### src/rtl/dma_engine.sv
// dma_engine: DMAB/DMAW engine moving bytes/words between data RAM and a 32-bit stream port; optional DMA_IRQ_EN adds irq/irq_clr
`ifndef BYTE
`define BYTE 4'b0001
`endif
`ifndef FULLWORD
`define FULLWORD 4'b0100
`endif
module dma_engine #(
  parameter int LEN_W  = 16,
  parameter int ADDR_W = 32
) (
  input  logic              clk,
  input  logic              rst,
  input  logic              dma_grant,
  input  logic [2:0]        dma_type,
  input  logic [ADDR_W-1:0] dma_addr,
  input  logic [31:0]       dma_len,
  output logic              dma_status,
  output logic              dma_done,
  output logic              dma_err,
  output logic              mem_req,
  output logic              mem_we,
  output logic [ADDR_W-1:0] mem_addr,
  output logic [31:0]       mem_wdata,
  output logic [3:0]        mem_ram_type,
  input  logic              mem_gnt,
  input  logic [31:0]       mem_rdata,
  output logic              tx_valid,
  output logic [31:0]       tx_data,
  input  logic              tx_ready,
  input  logic              rx_valid,
  input  logic [31:0]       rx_data,
  output logic              rx_ready
`ifdef DMA_IRQ_EN
  ,
  output logic              irq,
  input  logic              irq_clr
`endif
);
  localparam logic [2:0] IDLE    = 3'd0;
  localparam logic [2:0] RD_REQ  = 3'd1;
  localparam logic [2:0] RD_WAIT = 3'd2;
  localparam logic [2:0] TX      = 3'd3;
  localparam logic [2:0] RX      = 3'd4;
  localparam logic [2:0] WR_REQ  = 3'd5;
  localparam logic [2:0] DONE    = 3'd6;
  logic [2:0]        state;
  logic              is_rd, is_word, err_q;
  logic [ADDR_W-1:0] addr;
  logic [LEN_W-1:0]  cnt;
  logic [31:0]       data_q;
  logic              valid_type, word_type, rd_type, misaligned, last;
  logic [ADDR_W-1:0] next_addr;
  logic [2:0]        next_elem;
  logic [7:0]        lane;
  logic              unused_len;
  assign unused_len = ^dma_len[31:LEN_W];
  // decode of the incoming instruction and per-element bookkeeping
  always_comb begin
    valid_type = dma_type >= 3'd1 && dma_type <= 3'd4;
    word_type  = dma_type == 3'd3 || dma_type == 3'd4;
    rd_type    = dma_type == 3'd1 || dma_type == 3'd3;
    misaligned = word_type && dma_addr[1:0] != 2'b00;
    last       = cnt == LEN_W'(1);
    next_addr  = addr + ADDR_W'(is_word ? 4 : 1);
    next_elem  = last ? DONE : (is_rd ? RD_REQ : RX);
    lane       = mem_rdata[{addr[1:0], 3'b000} +: 8];
  end
  // transfer sequencer: one RAM access and one stream handshake per element
  always_ff @(posedge clk) begin
    if (rst) begin
      state   <= IDLE;
      is_rd   <= 1'b0;
      is_word <= 1'b0;
      err_q   <= 1'b0;
      addr    <= '0;
      cnt     <= '0;
      data_q  <= '0;
    end else begin
      case (state)
        IDLE: if (dma_grant && valid_type) begin
          is_rd   <= rd_type;
          is_word <= word_type;
          err_q   <= misaligned;
          addr    <= dma_addr;
          cnt     <= dma_len[LEN_W-1:0];
          state   <= (misaligned || dma_len[LEN_W-1:0] == '0) ? DONE : (rd_type ? RD_REQ : RX);
        end
        RD_REQ: if (mem_gnt) state <= RD_WAIT;
        RD_WAIT: begin
          data_q <= is_word ? mem_rdata : {24'b0, lane};
          state  <= TX;
        end
        TX: if (tx_ready) begin
          cnt   <= cnt - LEN_W'(1);
          addr  <= next_addr;
          state <= next_elem;
        end
        RX: if (rx_valid) begin
          data_q <= rx_data;
          state  <= WR_REQ;
        end
        WR_REQ: if (mem_gnt) begin
          cnt   <= cnt - LEN_W'(1);
          addr  <= next_addr;
          state <= next_elem;
        end
        DONE: begin
          err_q <= 1'b0;
          state <= IDLE;
        end
        default: state <= IDLE;
      endcase
    end
  end
  // outputs decoded straight from state so a reset clears them on the next cycle
  always_comb begin
    dma_status   = state != IDLE && state != DONE;
    dma_done     = state == DONE;
    dma_err      = state == DONE && err_q;
    mem_req      = state == RD_REQ || state == WR_REQ;
    mem_we       = state == WR_REQ;
    mem_addr     = addr;
    mem_wdata    = is_word ? data_q : {24'b0, data_q[7:0]};
    mem_ram_type = mem_req ? (is_word ? `FULLWORD : `BYTE) : 4'b0000;
    tx_valid     = state == TX;
    tx_data      = data_q;
    rx_ready     = state == RX;
  end
`ifdef DMA_IRQ_EN
  // sticky completion interrupt; a set in the same cycle as a clear wins
  always_ff @(posedge clk) begin
    if (rst) irq <= 1'b0;
    else if (state == DONE) irq <= 1'b1;
    else if (irq_clr) irq <= 1'b0;
  end
`endif
endmodule

### config.mk
export PLATFORM = sky130hd
export DESIGN_NAME = dma_engine
export DESIGN_NICKNAME = d
export VERILOG_FILES = /design/src/rtl/dma_engine.sv
export SDC_FILE = /design/constraint.sdc
export NUM_CORES = 1
export LEC_CHECK = 0
export ABC_AREA = 1
export BUFFER_PORTS_ARGS = -buffer_cell sky130_fd_sc_hd__buf_4
export CAP_MARGIN = 20
export CORE_ASPECT_RATIO = 1.25
export CORE_UTILIZATION = 53
export DETAILED_ROUTE_END_ITERATION = 6
export GPL_TIMING_DRIVEN = 0
export HOLD_SLACK_MARGIN = 0.08
export PLACE_DENSITY_LB_ADDON = 0.1
export SYNTH_ARGS = -nofsm -noshare
export SYNTH_HDL_FRONTEND = slang
export SYNTH_SLANG_ARGS = --single-unit
### constraint.sdc
create_clock -name clk -period 3.1 [get_ports clk]
set_input_delay 0.465 -clock clk [delete_from_list [all_inputs] [get_ports clk]]
set_output_delay 0.465 -clock clk [all_outputs]
set_load 0.01 [all_outputs]
==> flow_metrics.tcl, run 1 <==
set metrics [dict create \
    clk_latency_ns 0.35 \
    start_util 0.554 \
    slew_violations 0 \
    die_width_um 96.9 \
    vias 7714 \
    antenna_cells 0 \
    dr.pass1.iters 7 \
    place_ws_ns 0.652 \
    drive_above_1_share 0.238 \
    cts_made_buffers 9 \
    cts_tree "built" \
    met3RoutedLength_um 2340 \
    tightest_slew_ns 0.656 \
    worst-r2r-cell-count 13 \
    synth.most_common_cell "nand2_1" \
    cp_top_family "buffers and inverters" \
    num_io_pins 244 \
    arrival_ns 2.31 \
    grt_max_degree 14 \
    synth_area_sq_um 5970 \
    startpoint_type "flip-flop" \
    drc 0 \
    final.min_clock_period_ns 2.78 \
    antenna_found_initial 0 \
    synth_top_area_frac 0.289 \
    cap_violations 0 \
    cts_buffer_depth 2 \
    vias_per_cell 5.56 \
    rsz0062_at_grt "no" \
    postSynth.asyncResetShare 0 \
    ys_seq_area_frac 0.289 \
    multi_input_area_sq_um 3610 \
    io_buffers 224 \
    synth_area_leader_cell "dfxtp_1" \
    critPathKind "reg2out" \
    power_density_nw_per_um2 968 \
    ir_worst_vdd_mv 0.608 \
    ys_ff_latch 86 \
    met2_wirelength_um 10900 \
    synth_ff_type "dfxtp_1" \
    relSlewSlack 0.563 \
    ant_nets 0 \
    place_congestion 1.00 \
    cts_resized 0 \
    cp.required_ns 2.63 \
    syn_area_per_cell_sq_um 5.88 \
    register_area_sq_um 1720 \
    hold_path_depth 3 \
    finalSetupTns_ns 0 \
    p_leak_nw 3.79 \
    wl_per_cell_um 16.0 \
    rows 42 \
    ys_types 35 \
    overflow 0 \
    final.setup_skew_ns 0.00729 \
    die_h_um 121 \
    cp_num_cells 6 \
    syn_inst 1014 \
    h-tree-depth 3 \
    netlist_top_cells_count "nand2_1, nor2_1, dfxtp_1" \
    critPathMaxFanout 10 \
    cts-root-buf "clkbuf_16" \
    drt_iter0_drc 478 \
    clkSlewWorstSetupHoldPaths_ns 0.06 \
    fillCellCount 942 \
    cpPeakStageDelay_ns 0.49 \
    cts_setup_buffers 0 \
    drt-total-wl_um 22200 \
    area_growth_pct 35.7 \
    cts_sinks 86 \
    critical-path-slowest-cell "buf_1" \
    timing.final.crit_share 0.896 \
    grt_pass1_vias 7103 \
    fin_ws_ns 0.322 \
    cp_cell_sequence "clkbuf_1 > clkbuf_1 > buf_1 > nand2_1 > inv_1 > buf_4" \
    core-area_sq_um 10800 \
    yosys-top-cells-area "dfxtp_1, nand2_1, nor2_1" \
    top_layer "met4" \
    hp-class "in2reg" \
    clock.fmax_mhz 360 \
    cpMostUsedCell "clkbuf_1" \
    yosys_warnings 0 \
    dieArea_sq_um 11700 \
    final_hold_viol_count 0 \
    dp_hpwl_um 17500 \
    run_status "completed" \
    wl_met1_um 7960 \
    cts_hold_buffers 0 \
    track_usage 0.366 \
    grt_pass1_wl_um 34200 \
    synth-edff-count 0 \
    cp-end-kind "output port" \
    fin_nets 1392 \
    crit_buf_inv 5 \
    setup_viol 0 \
]
-- worst reg2reg max path, cell delays in order (launching register included) --
cell      delay, ns
dfxtp_1        0.34
clkbuf_1       0.26
inv_1          0.28
ha_1           0.23
ha_1           0.19
nand3_1        0.08
nand2_1        0.14
nand2_1        0.14
nor2_1         0.35
nand3_1        0.13
nand2_1        0.11
nand2_1        0.05
nand2_1        0.06
a21oi_1        0.05
-- state kept, by name, summed over array words and instances, names as in the netlist --
name / flops
mem_addr: 32
is_rd: 1
err_q: 1
tx_data: 32
cnt: 16
state: 3
is_word: 1
-- final timing paths --
check,startpoint,endpoint,slack (ns)
max,is_word,mem_wdata[25],0.32
min,rx_data[0],tx_data[0],0.40
max reg2reg,is_word,mem_addr[18],0.56
min reg2reg,cnt[2],cnt[2],0.49
-- metal layers --
layer	global-route usage	up-vias
met1	0.410	3429
met3	0.0711	74
met5	0	-
met2	0.648	469
met4	0.204	0
li1	-	3742
-- area by class of cell --
type                            count  share of cell area
Buffer                             60              0.0430
Sequential cell                    86               0.213
Multi-Input combinational cell    791               0.446
Timing Repair Buffer              224               0.208
Clock buffer                       13              0.0321
Tap cell                          132              0.0204
Inverter                           78              0.0362
Clock inverter                      3             0.00232
-- stage by stage --
stage	power (mW)	utilization	area, sq um	cells	hold slack (ns)
2_1_floorplan	4.95	-	5970	1015	0.463
3_3_place_gp	6.62	0.726	7820	1371	0.477
6_report	7.84	0.752	8100	1387	0.397
3_5_place_dp	6.70	0.726	7820	1371	0.484
5_1_grt	8.35	0.752	8100	1387	0.415
4_1_cts	7.75	0.752	8100	1387	0.398
-- cell families after synthesis --
kind of cell | share of synthesized area
other cells | 0.000628
simple gates | 0.415
compound gates | 0.164
buf+inv | 0.107
fa+ha+maj | 0.0105
flops | 0.289
xor+xnor | 0.0132
-- report_power, final --
part / switching, mW / total [mW] / internal, mW / leakage [nW]
sequential: 0.569 / 2.14 / 1.57 / 0.704
clock: 0.460 / 1.05 / 0.587 / 0.140
combinational: 2.80 / 4.65 / 1.85 / 2.94
total: 3.83 / 7.84 / 4.01 / 3.79
-- placed cells by master (no fill, tap or decap), types with 4 or more instances in the layout --
| cell | count |
|---|---|
| nand2_1 | 307 |
| buf_4 | 245 |
| nor2_1 | 193 |
| dfxtp_1 | 86 |
| inv_1 | 73 |
| nand3_1 | 71 |
| a21oi_1 | 68 |
| o21ai_0 | 48 |
| a311oi_1 | 24 |
| buf_2 | 17 |
| clkbuf_1 | 16 |
| nand3b_1 | 11 |
| o21ai_1 | 11 |
| clkbuf_16 | 9 |
| xnor2_1 | 8 |
| a31oi_1 | 8 |
| nor3_1 | 5 |
| or2_2 | 5 |
| buf_1 | 5 |
| o211ai_1 | 5 |
| ha_1 | 5 |
| nand4_1 | 4 |
| inv_2 | 4 |
| nand2_2 | 4 |
(Power assumes the default switching activity.)
==> run 2, diff against run 1 <==
- ABC_AREA: 1 -> default
- BUFFER_PORTS_ARGS: -buffer_cell sky130_fd_sc_hd__buf_4 -> -buffer_cell sky130_fd_sc_hd__buf_2
- CORE_UTILIZATION: 53 -> 52
==> flow_metrics.tcl, run 2 <==
set metrics [dict create \
    dieArea_sq_um 11300 \
    antenna_cells 0 \
    critPathCapture "mem_addr[28]" \
    cp_num_cells 11 \
    met3RoutedLength_um 2100 \
    cts-root-buf "clkbuf_16" \
    arrival_ns 3.13 \
    final.setup_skew_ns 0.00769 \
    final_hold_viol_count 0 \
    cts_made_buffers 9 \
    cts_buffer_depth 2 \
    critPathKind "reg2reg" \
    power_density_nw_per_um2 773 \
    critPathLaunch "is_word" \
    start_util 0.533 \
    postSynth.asyncResetShare 0 \
    wl_per_cell_um 19.0 \
    grt_max_degree 15 \
    drt_iter0_drc 592 \
    grt_pass1_wl_um 32400 \
    synth_top_family_by_area "simple AND/OR/NAND/NOR gates" \
    rsz0062_at_grt "no" \
    track_usage 0.374 \
    die_width_um 95.3 \
    h-tree-depth 3 \
    synth.most_common_cell "dfxtp_1" \
    tightest_slew_ns 0.748 \
    wl_met1_um 7830 \
    timing.final.crit_share 0.922 \
    cap_violations 0 \
    met2_wirelength_um 10300 \
    clock.fmax_mhz 350 \
    cts_setup_buffers 0 \
    cts_tree "built" \
    critPathMaxFanout 10 \
    crit_buf_inv 4 \
    synth_area_sq_um 5660 \
    ys_ff_latch 86 \
    drc 0 \
    area_growth_pct 28.9 \
    synth-adder-area-share 0.0111 \
    drt-total-wl_um 21400 \
    yosys_warnings 0 \
    synth-edff-count 0 \
    antenna_found_initial 0 \
    cpPeakStageDelay_ns 0.37 \
    fin_area_sq_um 7290 \
    num_io_pins 244 \
    rr_startpoint "is_word" \
    yosys-top-cells-area "dfxtp_1, nand2_1, nor2_1" \
    mostFrequentLayoutCells "buf_2, dfxtp_1, nand2_1, nor2_1, nand3_1" \
    synth-simple-area-share 0.299 \
    top_layer "met4" \
    ant_nets 0 \
    slew_violations 0 \
    fin_nets 1130 \
    p_leak_nw 3.13 \
    vias_per_cell 6.17 \
    grt_pass1_vias 6323 \
    cp_top_family "buffers and inverters" \
    synth_area_leader_cell "dfxtp_1" \
    synth_compound_area_frac 0.276 \
    worst-r2r-cell-count 11 \
    synth_top_area_frac 0.304 \
    post_synth_xor_area_fraction 0.00597 \
    cp-end-kind "flip-flop" \
    hold_path_depth 3 \
    final.min_clock_period_ns 2.86 \
    core-area_sq_um 10600 \
    finalSetupTns_ns 0 \
    ys_seq_area_frac 0.304 \
    ff2ff_setup_slack_ns 0.24 \
    vias 6945 \
    clk_latency_ns 0.35 \
    die_h_um 119 \
    cp.required_ns 3.37 \
    clkSlewWorstSetupHoldPaths_ns 0.07 \
    layout_commonest_cell "buf_2" \
    synth_ff_type "dfxtp_1" \
    run_status "completed" \
    startpoint_type "flip-flop" \
    overflow 0 \
    ys_types 71 \
    placed_area_sq_um 6960 \
    netlist_top_cells_count "dfxtp_1, nand2_1, nor2_1" \
    relSlewSlack 0.497 \
    rr_endpoint "mem_addr[28]" \
    ir_worst_vdd_mv 0.388 \
    rows 42 \
    place_congestion 1.00 \
    drive_above_1_share 0.308 \
    syn_inst 751 \
    dr.pass1.iters 5 \
    critical-path-slowest-cell "a311o_1" \
    syn_area_per_cell_sq_um 7.54 \
    setup_viol 0 \
    cts_sinks 86 \
    hp-class "in2reg" \
    dp_hpwl_um 16200 \
    io_buffers 225 \
    cp_cell_sequence "clkbuf_1 > clkbuf_2 > inv_1 > ha_1 > ha_1 > a21o_1 > and4_1 > and3_1 > clkbuf_1 > a311o_1 > o211ai_1" \
    synthMuxAreaShare 0.0232 \
]
[run 2: how the worst min path moves through the flow]
stage           startpoint           to  slack (ns)
3_5_place_dp        cnt[6]       cnt[6]        0.47
2_1_floorplan       cnt[6]       cnt[6]        0.45
3_3_place_gp   mem_addr[2]  mem_addr[2]        0.46
6_report       rx_data[27]  tx_data[27]        0.38
5_1_grt        rx_data[16]  tx_data[16]        0.40
4_1_cts        rx_data[27]  tx_data[27]        0.38
[run 2: worst min-delay path, cell delays in order]
cell and delay [ns]:
buf_2 0.09, nand2_1 0.04, a311oi_1 0.07
[run 2: cells by family (layout without fill, tap and decap cells)]
family                     after synthesis  in the layout
other                                    1              2
muxes                                   12             12
AOI/OAI and AO/OA                      224            224
DFF                                     86             86
xor gates and xnor gates                 3              3
adders and majority gates                5              5
buffers and inverters                   92            333
and+or+nand+nor                        328            328
[run 2: timing repair]
item	4_1_cts	5_1_grt
hold buffers	0	0
setup endpoints to repair	0	3
gates resized for setup	0	2
[run 2: cell type report]
type / count / area (sq um)
Timing Repair Buffer: 225 / 1130
Sequential cell: 86 / 1720
Fill cell: 1038 / 3320
Tap cell: 132 / 165
Buffer: 76 / 392
Multi-Input combinational cell: 574 / 3490
Clock buffer: 9 / 225
Clock inverter: 7 / 113
Inverter: 16 / 60.1
[run 2: routing by layer]
layer / track usage / up-vias
li1: - / 3260
met1: 0.432 / 3169
met2: 0.627 / 443
met3: 0.0695 / 73
met4: 0.219 / 0
met5: 0 / -
[run 2: through the flow]
| stage | hold slack [ns] | instances | total power, mW | util | setup slack, ns |
|---|---|---|---|---|---|
| floorplan | 0.449 | 752 | 3.39 | - | 0.691 |
| global placement | 0.461 | 1109 | 4.30 | 0.655 | 0.133 |
| detailed placement | 0.465 | 1109 | 4.32 | 0.655 | 0.136 |
| CTS | 0.381 | 1125 | 5.58 | 0.687 | 0.108 |
| global route | 0.404 | 1125 | 5.96 | 0.687 | 0.103 |
| finish | 0.376 | 1125 | 5.64 | 0.687 | 0.243 |
[run 2: where the power goes]
part	total, mW	internal (mW)	switching, mW
Clock	1.27	0.784	0.482
Combinational	2.66	1.03	1.63
Sequential	1.71	1.41	0.304
==> run 3, diff against run 2 <==
- CORE_ASPECT_RATIO: 1.25 -> default
- CTS_CLUSTER_DIAMETER: default -> 200
- RECOVER_POWER: default -> 25
==> flow_metrics.tcl, run 3 (synthesized netlist as in run 2, its figures left out) <==
set metrics [dict create \
    final_util 0.685 \
    setup_viol 0 \
    ff2ff_setup_slack_ns 0.22 \
    placed_area_sq_um 6960 \
    critPathMaxFanout 10 \
    cp.required_ns 3.40 \
    cts_buffer_depth 2 \
    worst-r2r-cell-count 10 \
    final.min_clock_period_ns 2.88 \
    start_util 0.543 \
    fillCellCount 989 \
    ant_nets 0 \
    fin_nets 1130 \
    startpoint_type "flip-flop" \
    clk_latency_ns 0.37 \
    cts_sinks 86 \
    layout_commonest_cell "buf_2" \
    clkSlewWorstSetupHoldPaths_ns 0.10 \
    timing.final.crit_share 0.929 \
    cts_tree "built" \
    io_buffers 225 \
    drt-total-wl_um 20700 \
    die_width_um 106 \
    hold_path_depth 3 \
    slew_violations 0 \
    hp-class "in2reg" \
    dp.cells 1113 \
    multi_input_area_sq_um 3490 \
    fin_hold_ws_ns 0.361 \
    instances_no_fill 1129 \
    fin_area_sq_um 7130 \
    fin_ws_ns 0.219 \
    critPathKind "reg2reg" \
    cts-root-buf "clkbuf_8" \
    overflow 0 \
    finalPower_mw 5.23 \
    antenna_found_initial 0 \
    cts_hold_buffers 0 \
    antenna_cells 0 \
    cp-end-kind "flip-flop" \
    dr.pass1.iters 6 \
    rr_startpoint "is_word" \
    dieArea_sq_um 11300 \
    vias_per_cell 6.14 \
    tightest_slew_ns 0.882 \
    arrival_ns 3.18 \
    num_io_pins 244 \
    cap_violations 0 \
    clock.fmax_mhz 347 \
    final.setup_skew_ns 0.00861 \
    drc 0 \
    run_status "completed" \
    vias 6932 \
    finalSetupTns_ns 0 \
    relSlewSlack 0.406 \
    cts_setup_buffers 0 \
    grt_pass1_wl_um 31900 \
    drt_iter0_drc 606 \
    critPathCapture "mem_addr[27]" \
    drive_above_1_share 0.261 \
    grt_pass1_vias 6252 \
    critPathLaunch "is_word" \
    die_h_um 106 \
    rows 37 \
    wl_per_cell_um 18.3 \
    p_leak_nw 2.88 \
    rr_endpoint "mem_addr[27]" \
    dp_hpwl_um 15700 \
    cts_made_buffers 9 \
    core-area_sq_um 10400 \
    place_ws_ns 0.143 \
    h-tree-depth 3 \
    grt_max_degree 16 \
    ir_worst_vdd_mv 0.345 \
    register_area_sq_um 1720 \
    power_density_nw_per_um2 733 \
    track_usage 0.360 \
    cts_resized 0 \
    mostFrequentLayoutCells "buf_2, dfxtp_1, clkbuf_1, nand2_1, nor2_1" \
    place_congestion 0.949 \
    final_hold_viol_count 0 \
    rsz0062_at_grt "no" \
    area_growth_pct 26.0 \
]
run 3: how the worst min path moves through the flow:
stage            startpoint           end  slack, ns
6_report        rx_data[24]   tx_data[24]       0.36
5_1_grt        dma_addr[30]  mem_addr[30]       0.36
4_1_cts        dma_addr[30]  mem_addr[30]       0.36
3_5_place_dp         cnt[6]        cnt[6]       0.48
3_3_place_gp         cnt[6]        cnt[6]       0.47
2_1_floorplan        cnt[6]        cnt[6]       0.45
run 3: where the power goes:
group	total (mW)	internal (mW)	switching, mW	leakage [nW]
clock network	0.927	0.482	0.445	0.110
registers	1.71	1.40	0.307	0.704
logic	2.59	0.982	1.61	2.07
run 3: metal layers:
| layer | up-vias | global-route usage | share of wire | wire (um) |
|---|---|---|---|---|
| met5 | - | 0 | 0 | 0 |
| met4 | 0 | 0.175 | 0.037 | 762 |
| li1 | 3260 | - | - | - |
| met2 | 412 | 0.618 | 0.48 | 9890 |
| met3 | 68 | 0.0558 | 0.093 | 1910 |
| met1 | 3192 | 0.438 | 0.39 | 8110 |
run 3: cell type report:
| type | instances | share of cell area |
|---|---|---|
| plain buffers | 76 | 0.0549 |
| inverters | 16 | 0.00842 |
| flip-flops and latches | 86 | 0.241 |
| multi-input cells | 574 | 0.490 |
| clock inverters | 6 | 0.0130 |
| well taps | 136 | 0.0239 |
| clock buffers | 10 | 0.0193 |
| repair buffers | 225 | 0.150 |
run 3: critical path, stage by stage (launching register included):
cell      delay, ns
dfxtp_1        0.34
clkbuf_1       0.16
clkbuf_2       0.24
inv_1          0.14
ha_1           0.22
a31o_2         0.22
nand3_1        0.14
buf_2          0.23
nor4_1         0.74
nand4b_1       0.19
a31oi_1        0.20
